[src/rtl/not_impl_if.sv]
// Handshake bundle for the nonimplication block: operand side and result side.
interface not_impl_if #(
   parameter int unsigned WIDTH = 1
) ();
   localparam int unsigned CW = $clog2(WIDTH + 1);

   logic             in_valid;
   logic             in_ready;
   logic [WIDTH-1:0] a;
   logic [WIDTH-1:0] b;
   logic             out_valid;
   logic             out_ready;
   logic [WIDTH-1:0] not_c;
   logic             any_c;
   logic [CW-1:0]    pop_c;

   // The block itself
   modport slave (
      input  in_valid, a, b, out_ready,
      output in_ready, out_valid, not_c, any_c, pop_c
   );

   // Producer/consumer driving the block
   modport master (
      output in_valid, a, b, out_ready,
      input  in_ready, out_valid, not_c, any_c, pop_c
   );
endinterface

[src/rtl/not_impl.sv]
// Registered bitwise nonimplication (a & ~b) with OR-reduction and popcount,
// buffered by an output register plus one skid register.
module not_impl #(
   parameter int unsigned WIDTH = 1
) (
   input logic      clk,
   input logic      rst,
   not_impl_if.slave bus
);
   localparam int unsigned CW = $clog2(WIDTH + 1);

   typedef struct packed {
      logic [WIDTH-1:0] c;
      logic             any;
      logic [CW-1:0]    pop;
   } res_t;

   res_t new_res;
   res_t out_q, out_d;
   res_t skid_q, skid_d;
   logic out_valid_q, out_valid_d;
   logic skid_valid_q, skid_valid_d;
   logic in_ready_q;
   logic in_fire, out_fire;

   assign in_fire  = bus.in_valid & in_ready_q;
   assign out_fire = out_valid_q & bus.out_ready;

   // Result of the operands presented this cycle
   always_comb begin
      new_res     = '0;
      new_res.c   = bus.a & ~bus.b;
      for (int unsigned i = 0; i < WIDTH; i++) begin
         new_res.pop = new_res.pop + CW'(new_res.c[i]);
      end
      new_res.any = |new_res.c;
   end

   // Next-state of the two-entry buffer; the skid entry is always older than a new pair
   always_comb begin
      out_valid_d  = out_valid_q;
      out_d        = out_q;
      skid_valid_d = skid_valid_q;
      skid_d       = skid_q;
      if (out_fire || !out_valid_q) begin
         if (skid_valid_q) begin
            // in_ready is low whenever skid is occupied, so no new pair competes here
            out_valid_d  = 1'b1;
            out_d        = skid_q;
            skid_valid_d = 1'b0;
         end else if (in_fire) begin
            out_valid_d = 1'b1;
            out_d       = new_res;
         end else begin
            out_valid_d = 1'b0;
         end
      end else if (in_fire) begin
         skid_valid_d = 1'b1;
         skid_d       = new_res;
      end
   end

   // State registers; reset empties both entries and holds in_ready low
   always_ff @(posedge clk or posedge rst) begin
      if (rst) begin
         out_valid_q  <= 1'b0;
         out_q        <= '0;
         skid_valid_q <= 1'b0;
         skid_q       <= '0;
         in_ready_q   <= 1'b0;
      end else begin
         out_valid_q  <= out_valid_d;
         out_q        <= out_d;
         skid_valid_q <= skid_valid_d;
         skid_q       <= skid_d;
         in_ready_q   <= ~skid_valid_d;
      end
   end

   assign bus.in_ready  = in_ready_q;
   assign bus.out_valid = out_valid_q;
   assign bus.not_c     = out_q.c;
   assign bus.any_c     = out_q.any;
   assign bus.pop_c     = out_q.pop;
endmodule

[src/flat_wrapper.sv]
// flat-port wrapper written by rule: the top's interface ports become plain ports
module not_impl_flat 
#(
   parameter int unsigned WIDTH = 1
)
  (clk, rst, bus_in_valid, bus_a, bus_b, bus_out_ready, bus_in_ready, bus_out_valid, bus_not_c, bus_any_c, bus_pop_c);
  not_impl_if #(.WIDTH(WIDTH)) bus_i ();
  input logic clk;
  input logic rst;
  input wire logic [$bits(bus_i.in_valid)-1:0] bus_in_valid;
  input wire logic [$bits(bus_i.a)-1:0] bus_a;
  input wire logic [$bits(bus_i.b)-1:0] bus_b;
  input wire logic [$bits(bus_i.out_ready)-1:0] bus_out_ready;
  output wire logic [$bits(bus_i.in_ready)-1:0] bus_in_ready;
  output wire logic [$bits(bus_i.out_valid)-1:0] bus_out_valid;
  output wire logic [$bits(bus_i.not_c)-1:0] bus_not_c;
  output wire logic [$bits(bus_i.any_c)-1:0] bus_any_c;
  output wire logic [$bits(bus_i.pop_c)-1:0] bus_pop_c;
  assign bus_i.in_valid = bus_in_valid;
  assign bus_i.a = bus_a;
  assign bus_i.b = bus_b;
  assign bus_i.out_ready = bus_out_ready;
  assign bus_in_ready = bus_i.in_ready;
  assign bus_out_valid = bus_i.out_valid;
  assign bus_not_c = bus_i.not_c;
  assign bus_any_c = bus_i.any_c;
  assign bus_pop_c = bus_i.pop_c;
  not_impl #(.WIDTH(WIDTH)) u_core (.clk(clk), .rst(rst), .bus(bus_i));
endmodule
[config.mk]
export PLATFORM = sky130hd
export DESIGN_NAME = not_impl_flat
export DESIGN_NICKNAME = d
export VERILOG_FILES = /design/src/rtl/not_impl_if.sv /design/src/rtl/not_impl.sv /design/src/flat_wrapper.sv
export SDC_FILE = /design/constraint.sdc
export NUM_CORES = 1
export LEC_CHECK = 0
export ABC_AREA = 1
export CORE_AREA = 2 2 39 41
export CTS_CLUSTER_DIAMETER = 150
export DETAILED_ROUTE_END_ITERATION = 12
export DIE_AREA = 0 0 41 43
export MAX_ROUTING_LAYER = met4
export PLACE_DENSITY = 0.46
export SLEW_MARGIN = 20
export SYNTH_ARGS = -nofsm -noshare
export SYNTH_HDL_FRONTEND = slang
export SYNTH_SLANG_ARGS = --single-unit
export TNS_END_PERCENT = 10
[constraint.sdc]
create_clock -name clk -period 1.4 [get_ports clk]
set_input_delay 0.28 -clock clk [delete_from_list [all_inputs] [get_ports clk]]
set_output_delay 0.28 -clock clk [all_outputs]
set_load 0.05 [all_outputs]
## Word level (Yosys, flattened, before mapping)

Index checks and enable logic that the tools add are counted.

- Mux-type cells: 6
- Bitwise gates (word level): 6
- Reduce and logical (&&, ||, !) cells: 5

Operators by type and width:

| cell | count |
|---|---|
| 3-bit two-way mux | 2 |
| 1-bit two-way mux | 4 |
| 2-bit AND reduction | 2 |
| 1-bit AND | 3 |
| 1-bit inverter | 3 |
| 2-bit nonzero test | 1 |
| 1-bit logical NOT | 1 |
| 1-bit logical OR | 1 |

- Bits in registers: 7
- Logic and storage cells: 24

## Longest topological paths before layout

Gate-level depths: netlist of run 1.

- Depth after elaboration: 4
- Gate-level depth with buffers: 6
- Gate-level depth less buffers: 6

## Worst setup path after synthesis of run 1

No wires, ideal clock.

- Path type: register to output
- Start point: register, netlist name u_core.bus.any_c
- End point: output bus_not_c
- Arrival time: 0.922 ns
- Required time: 1.120 ns
- Path slack: 0.198 ns
- Cell stages (with the launch flop): 2
- Path buffers: 1
- Cell sequence: dfrtp_1 > buf_4

RTL lines:

| what | line | RTL |
|---|---|---|
| end: declaration | flat_wrapper.sv:16 | `output wire logic [$bits(bus_i.not_c)-1:0] bus_not_c;` |

==> summary.txt, run 1 <==
Clock network
  • PostCTS Resize Cnt: 0
  • Deepest clock path buffer count: 2
  • H-tree Lvls: 1
  • Root Driver: clkbuf_4
  • Inserted Clock Buffers: 3
  • TritonCTS clock tree: yes
  • Clk slew on worst S/H paths: 0.04 ns
  • Clk_lat worst skew: 0.25 ns
  • Postcts setup bufs: 0
  • Sink Count: 5
  • Hold buffers post-CTS: 0

Critical path
  • Setup crit end kind: primary output
  • Critical R2R Launch: u_core.bus.in_ready
  • CP startpoint: u_core.bus.any_c
  • CP max-delay cell: dfrtp_1
  • Worst EP arrival: 0.93 ns
  • Critical Path End: bus_not_c
  • Worst EP required: 1.12 ns
  • R2R Setup Slk: 0.53 ns
  • CP Class: flip-flop to primary output
  • Critical path, cell by cell: buf_12
  • CP Launch Type: flip-flop
  • Reg2reg path depth: 6
  • Critical Path Max Stage Delay: 0.50 ns
  • Worst Path Buf+Inv: 1
  • CP max FO: 4
  • WP depth: 1
  • Crit-path leading delay family: flip-flops
  • Worst r2r dst: u_core.bus.any_c

Power and ir drop
  • P_int: 0.0004139 W
  • Lkg Pwr: 0.2142 nW
  • P per Cell Area: 1537 mW/mm^2
  • Combinational group share of total power: 43.3%
  • Sw Pwr: 0.0002438 W
  • Power share of the clock group: 25.6%
  • Sequential share of power: 31.1%
  • Switching share of power: 37.07%
  • Max VDD drop: 0.0006091 V

Synthesis
  • Post-Synthesis Mean Instance Area: 8.500 sq um
  • Area share of the largest cell type after synthesis: 50.76%
  • Top cells by area, synth: dfrtp_1 (51%), nand2_1 (11%), nand2_2 (7.6%), buf_4 (6.1%), inv_1 (6.1%)
  • Seq cells post-synth: 5
  • Cell variety after synth: 11
  • Cell Area, Synth: 246.5 sq um
  • Yosys warns: 0
  • Syn nets: 35
  • Register area share after synthesis: 50.76%
  • Post-synthesis cell count: 29
  • Dominant cell type by area after synthesis: dfrtp_1

Floorplanning
  • Core area: 0.001384 sq mm
  • Die X: 41 um
  • Full die area: 0.001763 sq mm
  • Starting Density: 17.81%
  • I/O pin cnt: 11
  • Cell Rows: 14
  • Height of the die: 43 um

Final layout
  • Nets: 48
  • Number of diodes: 0
  • Final Cell Area: 427.9 sq um
  • Ratio of cells with drive above 1 in the final layout: 36.59%
  • Area grow syn2layout: 73.60%

STA
  • Period minus WS final: 1.211 ns
  • Final slew viol count: 0
  • Clk_skew: 0.001902 ns
  • RSZ-0062 raised after global routing: no
  • Fin. Hold Viols: 0
  • Post-route setup TNS: 0 ns
  • Final setup violation count: 0
  • Least-Margin Pin Slew: 0.2957 ns
  • Slew HR: 80.28%
  • Peak Freq: 825.6 MHz
  • Fin crit share: 86.52%

Min path
  • Hold Crit Class: input port to async pin

Placed design
  • DP HPWL: 370.9 um
  • Dpl cell area: 401.6 sq um
  • I/O Buffers: 10
  • Final GP Congestion: 0.6810

Run status
  • Outcome: finished, final reports clean

Routing
  • # DRC: 0
  • Total number of vias: 212
  • Final wirelength: 445 um
  • Via density: 3.719
  • Starting DRT DRC Count: 3
  • Antenna-violating nets left: 0
  • Post-DR wirelength/cell: 7.807 um
  • Drt pass-1 iters: 2

Global route
  • Vias in the first global route: 200
  • GRT Resource Usage Total: 7.534%
  • Largest net degree at the start of global routing: 6
  • GR Layer Usage met1: 5.844%
  • First-pass GRT wire length: 752 um
  • GR peak layer: met2
  • Initial antenna violation count: 0
  • Met3 global-route usage: 7.853%
  • GR Util met2: 9.688%
  • Remaining Overflow, GRT: 0

Job
  • Total of max-cap violations: 0
[power groups by stage]
stage	Clock [W]	Sequential, W	Combinational (W)
global route	0.000188	0.000208	0.000301
floorplan	0	0.000244	0.000115
detailed placement	0	0.000207	0.000288
finish	0.000168	0.000204	0.000285
CTS	0.000177	0.000205	0.000289
global placement	0	0.000206	0.000288
[through the flow]
| step | hold slack (ns) | cells | utilization, % | setup WS, ns | power, W |
|---|---|---|---|---|---|
| 6_report | 0.2363 | 57 | 30.92 | 0.1887 | 0.0006576 |
| 3_3_place_gp | 0.4890 | 53 | 29.02 | 0.1926 | 0.0004937 |
| 3_5_place_dp | 0.4955 | 53 | 29.02 | 0.1977 | 0.0004954 |
| 2_1_floorplan | 0.05852 | 29 | - | 0.1979 | 0.0003587 |
| 5_1_grt | 0.2566 | 57 | 30.92 | 0.1521 | 0.0006966 |
| 4_1_cts | 0.2403 | 57 | 30.92 | 0.1707 | 0.0006703 |
[logic make-up (layout without fill, tap and decap cells)]
| family | count (synthesis) | in the layout | synth area share (%) |
|---|---|---|---|
| AOI/OAI and AO/OA | 2 | 2 | 5.582 |
| buffers and inverters | 8 | 20 | 15.23 |
| DFF | 5 | 5 | 50.76 |
| and+or+nand+nor | 14 | 14 | 28.43 |
[per-layer routing]
| metal | part of all wire, % | wire length, um | vias up |
|---|---|---|---|
| met3 | 15 | 65 | 3 |
| met2 | 45 | 202 | 10 |
| met5 | 0 | 0 | - |
| met1 | 37 | 166 | 92 |
| li1 | - | - | 107 |
| met4 | 2.2 | 10 | 0 |
[layout make-up]
class                      instances  area (sq um)
fill                             155         955.9
timing repair buffer              10         150.1
sequential                         5         125.1
multi-input combinational         16         83.83
clock buffer                       4         26.28
inverter                           6         22.52
tap                               16         20.02
[cell usage after synthesis, drive strengths merged]
library cell	n
nand2	11
inv	6
dfrtp	5
buf	2
nand3	2
a21oi	1
nor2	1
o21ai	1
[worst register-to-register path, stage by stage (launching register included)]
cell and delay [ns]:
dfrtp_1 0.41, nand2_2 0.12, nand2_2 0.06, nand2_2 0.07, inv_2 0.03, nand2_1 0.04
nand2_1 0.04
[placed cells by master (no fill, tap or decap)]
cell type / instances
a21oi_2: 1
buf_12: 5
clkbuf_1: 1
clkbuf_4: 3
clkdlybuf4s50_1: 5
dfrtp_1: 5
inv_1: 4
inv_2: 2
nand2_1: 7
nand2_2: 3
nand2_4: 1
nand3_1: 2
nor2_1: 1
o21ai_0: 1
[worst min path at each step]
| stage | from | endpoint | slack (ns) | depth (start not counted) |
|---|---|---|---|---|
| final | rst | u_core.bus.any_c | 0.24 | 2 |
| after global routing | rst | u_core.bus.in_ready | 0.26 | 2 |
| after CTS | rst | u_core.bus.any_c | 0.24 | 2 |
| after detailed placement | rst | u_core.bus.any_c | 0.50 | 2 |
| after global placement | u_core.skid_q[2] | u_core.skid_q[2] | 0.49 | 2 |
| after floorplan | rst | u_core.bus.any_c | 0.06 | 1 |
[flip-flops by register name (all words and copies together) (netlist names)]
name	count
u_core.bus.any_c	1
u_core.skid_valid_q	1
u_core.skid_q	1
u_core.bus.in_ready	1
u_core.bus.out_valid	1
No activity file was read; power rests on OpenSTA's default activity.
==> run 2, diff against run 1 <==
Clock period 1.4 ns to 1.3 ns, I/O delays scaled along.
==> run 2 against run 1 <==
Sequential power rose by 7%. Power grew 7.3%. First-iteration DRC count unchanged. Largest cell class unchanged. Sequential share of layout area unchanged. Via count increased by 0.94%. Clock power increased by 7%.
==> summary.txt, run 2 (same netlist as run 1, synthesis figures left out) <==
STA
  • Final slew viol count: 0
  • Least-Margin Pin Slew: 0.2917 ns
  • RSZ-0062 raised after global routing: no
  • Period minus WS final: 1.185 ns
  • Fin. Hold Viols: 0
  • Peak Freq: 843.6 MHz
  • Slew HR: 80.55%
  • Worst hold margin: 0.2172 ns
  • Post-route worst setup slack: 0.1146 ns
  • Clk_skew: 0.001549 ns
  • Post-route setup TNS: 0 ns
  • Fin crit share: 91.18%
  • Final setup violation count: 0

Final layout
  • Ratio of cells with drive above 1 in the final layout: 36.59%
  • Area occupied by multi-input gates: 83.83 sq um
  • Layout Cells excl Fill: 57
  • Final Cell Area: 427.9 sq um
  • Nets: 48
  • Fillcell total: 151
  • Number of diodes: 0
  • Most frequent cells in the layout: nand2_1 (7), clkdlybuf4s50_1 (5), buf_12 (5), dfrtp_1 (5), inv_1 (4)
  • Area grow syn2layout: 73.60%
  • Register area: 125.1 sq um
  • Most common cell after layout, fill and taps aside: nand2_1

Routing
  • Total number of vias: 214
  • Final wirelength: 438 um
  • Starting DRT DRC Count: 3
  • Post-DR wirelength/cell: 7.684 um
  • Antenna-violating nets left: 0
  • Via density: 3.754
  • # DRC: 0
  • Drt pass-1 iters: 2

Floorplanning
  • Starting Density: 17.81%
  • I/O pin cnt: 11
  • Cell Rows: 14
  • Height of the die: 43 um
  • Full die area: 0.001763 sq mm
  • Die X: 41 um
  • Core area: 0.001384 sq mm

Clock network
  • Root Driver: clkbuf_4
  • Clk_lat worst skew: 0.24 ns
  • Clk slew on worst S/H paths: 0.04 ns
  • Deepest clock path buffer count: 2
  • TritonCTS clock tree: yes
  • Inserted Clock Buffers: 3
  • Sink Count: 5
  • Postcts setup bufs: 0
  • Hold buffers post-CTS: 0
  • H-tree Lvls: 1
  • PostCTS Resize Cnt: 0

Placed design
  • DP HPWL: 368.7 um
  • Dpl ws: 0.1126 ns
  • I/O Buffers: 10
  • Placed cells: 53
  • Final GP Congestion: 0.6766
  • Dpl cell area: 401.6 sq um

Power and ir drop
  • P per Cell Area: 1650 mW/mm^2
  • Max VDD drop: 0.0005150 V
  • Lkg Pwr: 0.2142 nW

Critical path
  • Critical Path Max Stage Delay: 0.50 ns
  • CP Launch Type: flip-flop
  • Worst EP arrival: 0.93 ns
  • CP Class: flip-flop to primary output
  • Critical path, cell by cell: buf_12
  • CP max-delay cell: dfrtp_1
  • Crit-path leading delay family: flip-flops
  • CP max FO: 4
  • Worst EP required: 1.04 ns
  • Worst Path Buf+Inv: 1
  • Setup crit end kind: primary output

Job
  • Total of max-cap violations: 0

Min path
  • Hold Crit Class: input port to async pin

Global route
  • First-pass GRT wire length: 793 um
  • Remaining Overflow, GRT: 0
  • Initial antenna violation count: 0
  • Vias in the first global route: 212
  • Largest net degree at the start of global routing: 6
  • GRT Resource Usage Total: 7.851%

Run status
  • Outcome: finished, final reports clean
==> run 2: cell counts in the layout (fill, tap and decap cells not counted) <==
Identical to the previous run, type by type.
==> run 2: cell type report <==
cell class,instances,area share (%)
inverters,6,5.263
multi-input cells,16,19.59
clock buffers,4,6.140
repair buffers,10,35.09
well taps,16,4.678
flip-flops and latches,5,29.24
==> run 2: final timing paths <==
path                                      from                  end  slack (ns)  cells past startpoint
max                           u_core.bus.any_c            bus_not_c        0.11                      1
min in group clk              u_core.skid_q[2]     u_core.skid_q[2]        0.50                      2
max reg2reg                u_core.bus.in_ready     u_core.bus.any_c        0.42                      6
min                                        rst     u_core.bus.any_c        0.22                      2
max in group asynchronous                  rst  u_core.skid_valid_q        0.92                      2
min reg2reg                   u_core.skid_q[2]     u_core.skid_q[2]        0.50                      2
==> run 2: report_power, final <==
part / total [W] / internal [W] / switching (W)
Sequential: 0.000219 / 0.000183 / 0.0000361
Combinational: 0.000307 / 0.000146 / 0.000161
Clock: 0.000179 / 0.000116 / 0.0000631
==> run 2: metrics by stage <==
stage	power [W]	util, %
after CTS	0.0007186	30.92
final	0.0007058	30.92
after detailed placement	0.0005326	29.02
after floorplan	0.0003863	-
after global routing	0.0007465	30.92
after global placement	0.0005320	29.02
==> run 2: per-layer routing <==
metal / GRT usage (%) / wire (um) / up-vias
li1: - / - / 106
met1: 6.189 / 141 / 96
met2: 10.31 / 229 / 10
met3: 7.853 / 58 / 2
met4: 6.000 / 8 / 0
met5: - / 0 / -
==> run 3, diff against run 2 <==
Settings changed: SETUP_SLACK_MARGIN set to 0.15, SLEW_MARGIN 20 to 25.
==> run 3 against run 2 <==
Power up 1.5%. Clock skew rose by 0.0078 ns. Highest routed layer unchanged. Utilization grew 0.090 points. Sequential cell count unchanged. Worst setup slack better by 0.040 ns. Final cell count did not move. Sequential share of layout area up 0.21 points. Largest cell class unchanged. Largest power group unchanged. First-iteration DRC count rose to 2.7 times the previous value. Register-to-register slack hardly changed. Clock power up 4%. Non-clock buffer count stayed put. Global-route usage decreased by 0.087 points.
==> summary.txt, run 3 (same netlist as run 1, synthesis figures left out) <==
STA
  • Period minus WS final: 1.145 ns
  • Final slew viol count: 0
  • Final setup violation count: 0
  • Peak Freq: 873.1 MHz
  • Fin. Hold Viols: 0
  • Least-Margin Pin Slew: 0.1977 ns
  • Clk_skew: 0.009396 ns
  • Post-route setup TNS: 0 ns
  • Fin crit share: 88.11%
  • RSZ-0062 raised after global routing: yes
  • Slew HR: 86.81%

Global route
  • Largest net degree at the start of global routing: 6
  • Vias in the first global route: 191
  • Initial antenna violation count: 0
  • First-pass GRT wire length: 738 um
  • GRT Resource Usage Total: 7.764%
  • Remaining Overflow, GRT: 0

Critical path
  • CP max FO: 4
  • CP Launch Type: flip-flop
  • Crit-path leading delay family: flip-flops
  • Critical Path Max Stage Delay: 0.46 ns
  • Worst EP arrival: 0.89 ns
  • Worst Path Buf+Inv: 1
  • Worst EP required: 1.04 ns
  • Reg2reg path depth: 6
  • Critical path, cell by cell: buf_12
  • Setup crit end kind: primary output
  • R2R Setup Slk: 0.43 ns
  • CP Class: flip-flop to primary output
  • CP max-delay cell: dfrtp_2
  • Worst r2r dst: u_core.bus.any_c
  • Critical R2R Launch: u_core.bus.in_ready

Power and ir drop
  • P per Cell Area: 1670 mW/mm^2
  • Max VDD drop: 0.0007328 V
  • Lkg Pwr: 0.2128 nW

Floorplanning
  • Full die area: 0.001763 sq mm
  • Core area: 0.001384 sq mm
  • Die X: 41 um
  • I/O pin cnt: 11
  • Height of the die: 43 um
  • Cell Rows: 14
  • Starting Density: 17.81%

Clock network
  • Deepest clock path buffer count: 2
  • H-tree Lvls: 1
  • Inserted Clock Buffers: 3
  • Sink Count: 5
  • Postcts setup bufs: 0
  • TritonCTS clock tree: yes
  • PostCTS Resize Cnt: 0
  • Clk_lat worst skew: 0.25 ns
  • Root Driver: clkbuf_4
  • Clk slew on worst S/H paths: 0.05 ns
  • Hold buffers post-CTS: 0

Routing
  • Starting DRT DRC Count: 8
  • Total number of vias: 206
  • Drt pass-1 iters: 4
  • # DRC: 0
  • Via density: 3.614
  • Final wirelength: 464 um
  • Antenna-violating nets left: 0
  • Post-DR wirelength/cell: 8.140 um

Final layout
  • Number of diodes: 0
  • Ratio of cells with drive above 1 in the final layout: 39.02%
  • Area grow syn2layout: 74.11%
  • Most frequent cells in the layout: nand2_1 (7), clkdlybuf4s50_1 (5), buf_12 (5), inv_1 (4), dfrtp_1 (4)
  • Finished Core Util: 31.01%
  • Nets: 48
  • Final Cell Area: 429.2 sq um
  • Most common cell after layout, fill and taps aside: nand2_1

Placed design
  • DP HPWL: 360.5 um
  • Dpl cell area: 402.9 sq um
  • Final GP Congestion: 0.7256
  • I/O Buffers: 10

Min path
  • Hold Crit Class: input port to async pin

Run status
  • Outcome: finished, final reports clean

Job
  • Total of max-cap violations: 0
[run 3: power by group]
group | internal, W | total, W | switching, W
clock network | 0.000116 | 0.000187 | 0.0000703
registers | 0.000185 | 0.000222 | 0.0000374
logic | 0.000147 | 0.000308 | 0.000161
[run 3: per-stage QoR]
stage | instances | hold slack (ns) | setup WS (ns) | power, W
after floorplan | 29 | 0.03845 | 0.1800 | 0.0003879
after global placement | 53 | 0.4825 | 0.1284 | 0.0005348
after detailed placement | 53 | 0.4794 | 0.1146 | 0.0005353
after CTS | 57 | 0.2146 | 0.1442 | 0.0007276
after global routing | 57 | 0.2214 | 0.1271 | 0.0007638
final | 57 | 0.2106 | 0.1546 | 0.0007166
[run 3: worst max-delay path by stage]
stage,start,to,slack [ns],cells past startpoint
3_3_place_gp,bus_in_valid,u_core.bus.any_c,0.13,6
6_report,u_core.bus.any_c,bus_pop_c,0.15,1
5_1_grt,u_core.bus.any_c,bus_not_c,0.13,1
4_1_cts,u_core.bus.any_c,bus_pop_c,0.14,1
3_5_place_dp,bus_in_valid,u_core.skid_q[2],0.11,4
2_1_floorplan,u_core.bus.in_ready,u_core.bus.any_c,0.18,5
[run 3: final cells by class]
type                            instances  area, sq um
Sequential cell                         5        126.4
Inverter                                6        22.52
Tap cell                               16        20.02
Timing Repair Buffer                   10        150.1
Clock buffer                            4        26.28
Fill cell                             142        954.7
Multi-Input combinational cell         16        83.83
[run 3: layer usage]
layer	GRT usage, %	vias to the layer above	wire length, um
met4	6.000	0	11
li1	-	107	-
met5	-	-	0
met2	9.688	10	224
met3	9.424	3	60
met1	5.574	86	167
